==> src/rtl/sat_cnt.sv <==
// Saturating up-counter: clear wins over increment within a cycle, never wraps.
// Latency 1 cycle (registered count); no backpressure.
module sat_cnt #(
    parameter int W = 16
) (
    input  logic         clk,
    input  logic         rst,
    input  logic         clr_i,
    input  logic         inc_i,
    output logic [W-1:0] cnt_o
);
    logic [W-1:0] cnt_q;
    logic [W-1:0] cnt_d;

    // Clear first, then count, so a clear and an increment together yield 1.
    always_comb begin
        cnt_d = clr_i ? '0 : cnt_q;
        if (inc_i && (cnt_d != {W{1'b1}})) begin
            cnt_d = cnt_d + W'(1);
        end
    end

    always_ff @(posedge clk or negedge rst) begin
        if (!rst) begin
            cnt_q <= '0;
        end else begin
            cnt_q <= cnt_d;
        end
    end

    assign cnt_o = cnt_q;
endmodule

==> config.mk <==
export PLATFORM = sky130hd
export DESIGN_NAME = sat_cnt
export DESIGN_NICKNAME = d
export VERILOG_FILES = /design/src/rtl/sat_cnt.sv
export SDC_FILE = /design/constraint.sdc
export NUM_CORES = 1
export LEC_CHECK = 0
export BUFFER_PORTS_ARGS = -buffer_cell sky130_fd_sc_hd__buf_2
export CAP_MARGIN = 20
export CORE_MARGIN = 2
export CORE_UTILIZATION = 50
export CTS_CLUSTER_DIAMETER = 30
export DETAILED_ROUTE_END_ITERATION = 7
export PLACE_DENSITY_LB_ADDON = 0.25
export RECOVER_POWER = 50
export SYNTH_ARGS = -nofsm -noshare
export SYNTH_HDL_FRONTEND = slang
export SYNTH_SLANG_ARGS = --single-unit
export TNS_END_PERCENT = 50
==> constraint.sdc <==
create_clock -name clk -period 1.9 [get_ports clk]
set_input_delay 0.095 -clock clk [delete_from_list [all_inputs] [get_ports clk]]
set_output_delay 0.095 -clock clk [all_outputs]
set_load 0.03 [all_outputs]
Yosys cells after proc, flatten, opt, wreduce, memory -nomap -nowiden
Index checks and enable logic that the tools add are counted.
- flip-flop bits (word level): 16
- bits in latches: 0
- memory bits (writable): 0
- ROM bits: 0
- output and inout port bits: 16
- memories: 0
- add/sub/neg operators: 1
- multipliers: 0
- divide/modulo/power cells: 0
- $lt $le $gt $ge: 0
- equal/unequal tests: 1
- shift-type cells: 0
- mux-type cells: 2
- bitwise logic cells: 0
- reductions and logical operators: 1
- operators by type and width (operator ; number):
    2-to-1 mux 16 bit ; 2
    adder 16 x 1 -> 16 bit, second input constant ; 1
    != test 16 bit, second input constant ; 1
    logical AND 1 bit ; 1

Longest topological paths before layout
- depth in word-level cells: 4
- gate-level depth with buffers: 5

Least setup slack after synthesis
No wires, ideal clock.
- path type: register to register
- from: register cnt_q[0], in the netlist cnt_o[0]
- to: register cnt_q[13], in the netlist cnt_o[13]
- library setup time: 0.119 ns
- arrival: 1.452 ns
- path slack: 0.329 ns
- stages on the path, launching flop included: 5
- clock period less this slack: 1.571 ns
- path through: dfrtp_1 > nand4_1 > nor4_4 > a31oi_1 > o21a_1
- longest elaborated chain between the ends: 4
- elaborated cells on any way between the ends: 5
- classes of those cells: 1 x add/sub; 1 x eq/ne; 2 x mux; 1 x reduce/logical
- ends and longest elaborated chain (element ; line ; RTL):
    start: declaration ; 12 ; logic [W-1:0] cnt_q;
    start signal: assignment ; 27 ; cnt_q <= cnt_d;
    2-to-1 mux 16 bit (*) ; 17 ; cnt_d = clr_i ? '0 : cnt_q;
    parallel branches: the longest is 2 deep, another holds adder 16 x 1 -> 16 bit ; -- ;
    2-to-1 mux 16 bit (*) ; 18 ; if (inc_i && (cnt_d != {W{1'b1}})) begin
    named net cnt_d[13] ; 13 ; logic [W-1:0] cnt_d;
Mark *: on every way through the listed nets, which the timed path passes.

Worst setup path after layout
- from: register cnt_q[0], in the netlist cnt_o[0]
- to: register cnt_q[14], in the netlist cnt_o[14]
The elaborated chain is that of the path after synthesis.

==> results.md <==
* Switching Fraction at 23.6%
* Cell breakdown of the critical path: nand4_1 > nor4_4 > and4b_1 > nor3_1
* I/O Buffers at 19
* Most common cell after layout, fill and taps aside: dfrtp_1
* Final setup violation count at 0
* Main flop type after synthesis: dfrtp_1
* Initial antenna violation count at 0
* CTS Buf Count at 3
* # DRC at 0
* Hold Crit Class: input port to flip-flop
* Root Buffer: clkbuf_4
* Largest register FFs at 16
* Initial drt markers at 17
* Post-DRT Antenna Nets at 0
* Cell family with most CP delay: simple AND/OR/NAND/NOR gates
* Die area at 2210 um2
* Power Density at 581 nW/um2
* Final worst path period share at 81.6%
* Arrival time worst endpoint at 1.73 ns
* Gr usage total at 20.3%
* Fmax at 0.645 GHz
* Skew-Pair Late Insertion Delay at 0.29 ns
* Area after DPL at 1030 um2
* Layout cell share with drive strength beyond 1 at 27.1%
* Slowest stage cell, crit path: dfrtp_1
* Final nets at 112
* Grt total ovfl at 0
* Sw Pwr at 147 uW
* Reg clk slew, reported paths at 0.09 ns
* Floorplan Core Area at 1730 um2
* Sequential fraction of the synthesis area at 43.4%
* Final hold violation count at 0
* PnR Total Power at 621 uW
* Final Skew at 0.00283 ns
* Post-CTS Setup Repair Bufs at 0
* Static leakage at 0.000571 uW
* Startpoint Class: flip-flop
* Slew margin rel. at 42.5%
* Synth Cell Area at 923 um2
* 1st-pass router iterations at 4
* Final Max Tran Viols at 0
* Synth Register Bits at 16
* Least-Margin Pin Slew at 0.863 ns
* WP buf/inv at 0
* Htree depth at 1
* Drt via density at 5.81
* Fin Setup TNS at 0 ns
* Syn nets at 89
* Setup crit end kind: flip-flop
* CP max stage delay at 0.46 ns
* Synth warn at 0
* Flop pwr share at 56.6%
* Final Cell Area at 1070 um2
* WP data required at 2.08 ns
* CP max FO at 7
* Routed WL at 1.86 mm
* Max-cap viol count at 0
* Routed via count at 767
* WHS at 0.108 ns
* Number of synthesized flops with an enable pin at 0
* Initial Util at 53.5%
* Status: finished, final reports clean
* Max clock buf depth at 2
* Unrepaired setup endpoints after global routing: false
* Area Growth Syn to Fin at 15.9%
* Minimum clock period at 1.55 ns
* Clk network pwr share at 36.4%
* Ys async rst share at 100%
* Fin cells at 132
* CTS tree: yes
* Synthesized area per cell at 10.9 um2
* Die Height at 47.0 um
* CTS sink cnt at 16
* # IOs at 20
* Logic gate share of total power at 7.0%
* Routed len/inst at 14.1 um
* Maximum vdd drop at 0.339 mV
* Die Width at 47.0 um
* Mapped Cells at 85
* Internal at 475 uW
* Number of global-route vias before repair at 688
* Most frequent cells in the layout: 16 x dfrtp_1, 10 x buf_2, 9 x nand2_1, 9 x clkbuf_1, 6 x a21oi_1
* First-pass GRT wire length at 3.08 mm
* Placed Cells at 127
* # rows at 15
* HPWL Detailed at 1.34 mm
* Worst Setup Path Type: flip-flop to flip-flop
* Routability cong. at 0.752
* Yosys cell types at 37
* Diode count at 0
* Pin count of the biggest net entering global routing at 17
## power by group through the flow
| stage | clock (uW) | sequential [uW] | combinational (uW) |
|---|---|---|---|
| after global placement | 0 | 357 | 42.7 |
| after CTS | 234 | 351 | 45.5 |
| final | 226 | 352 | 43.3 |
| after global routing | 257 | 352 | 48.6 |
| after detailed placement | 0 | 358 | 43.8 |
| after floorplan | 0 | 366 | 17.8 |
## Yosys cell counts (all sizes together), types with 2 or more instances
master   n  share of area, %
dfrtp   16                43
nand2    9               3.7
a21oi    6               3.3
inv      5               2.0
a31oi    4               2.7
nand3    4               2.7
nor4     4               6.6
mux2i    3               3.3
nor2     3               1.2
nor3     3               2.2
o21ai    3               1.6
a211oi   2               1.6
and3     2               1.5
and4     2               1.9
and4b    2               2.3
nand4    2               3.0
nand4b   2               4.2
xnor2    2               1.9
## routing by layer
layer	GRT usage, %	wire, um
met5	0	0
met4	10.0	29
met3	4.62	85
met2	31.2	895
met1	26.8	848
## metrics by stage
stage | utilization [%] | worst slack (ns)
floorplan | - | 0.329
global placement | 59.9 | 0.403
detailed placement | 59.9 | 0.370
CTS | 62.6 | 0.352
global route | 62.0 | 0.233
finish | 62.0 | 0.350
## worst reg2reg max path, stage by stage, from the launching register on
cell	delay, ns
dfrtp_1	0.46
nand4_1	0.24
nor4_4	0.41
and4b_1	0.27
nor3_1	0.06
## what timing repair did
action	CTS	global route
resized for setup	0	0
hold buffers	1	0
hold endpoints to repair	16	0
## kinds of logic (layout without fill, tap and decap cells)
logic type | Yosys count | count (layout) | share of synthesized area [%]
XOR/XNOR | 2 | 2 | 1.90
AND/OR/NAND/NOR | 39 | 39 | 36.2
buffers and inverters | 7 | 29 | 3.66
multiplexers | 3 | 3 | 3.25
flip-flops | 16 | 16 | 43.4
AO/OA/AOI/OAI | 18 | 18 | 11.7
## area by class of cell
cell class,instances,area (um2)
Inverter,5,18.8
Multi-Input combinational cell,62,489
Tap cell,25,31.3
Sequential cell,16,400
Timing Repair Buffer,20,93.8
Fill cell,162,657
Clock buffer,4,36.3
## worst paths after layout
path	startpoint	end	slack, ns	cells past startpoint
worst max-delay path	cnt_o[0]	cnt_o[14]	0.35	4
worst min-delay path	clr_i	cnt_o[2]	0.11	2
worst max register to register	cnt_o[0]	cnt_o[14]	0.35	4
worst min register to register	cnt_o[15]	cnt_o[15]	0.53	1
max in group asynchronous	rst	cnt_o[7]	0.94	2
min in group asynchronous	rst	cnt_o[1]	0.42	2
No activity file was read; power rests on OpenSTA's default activity.
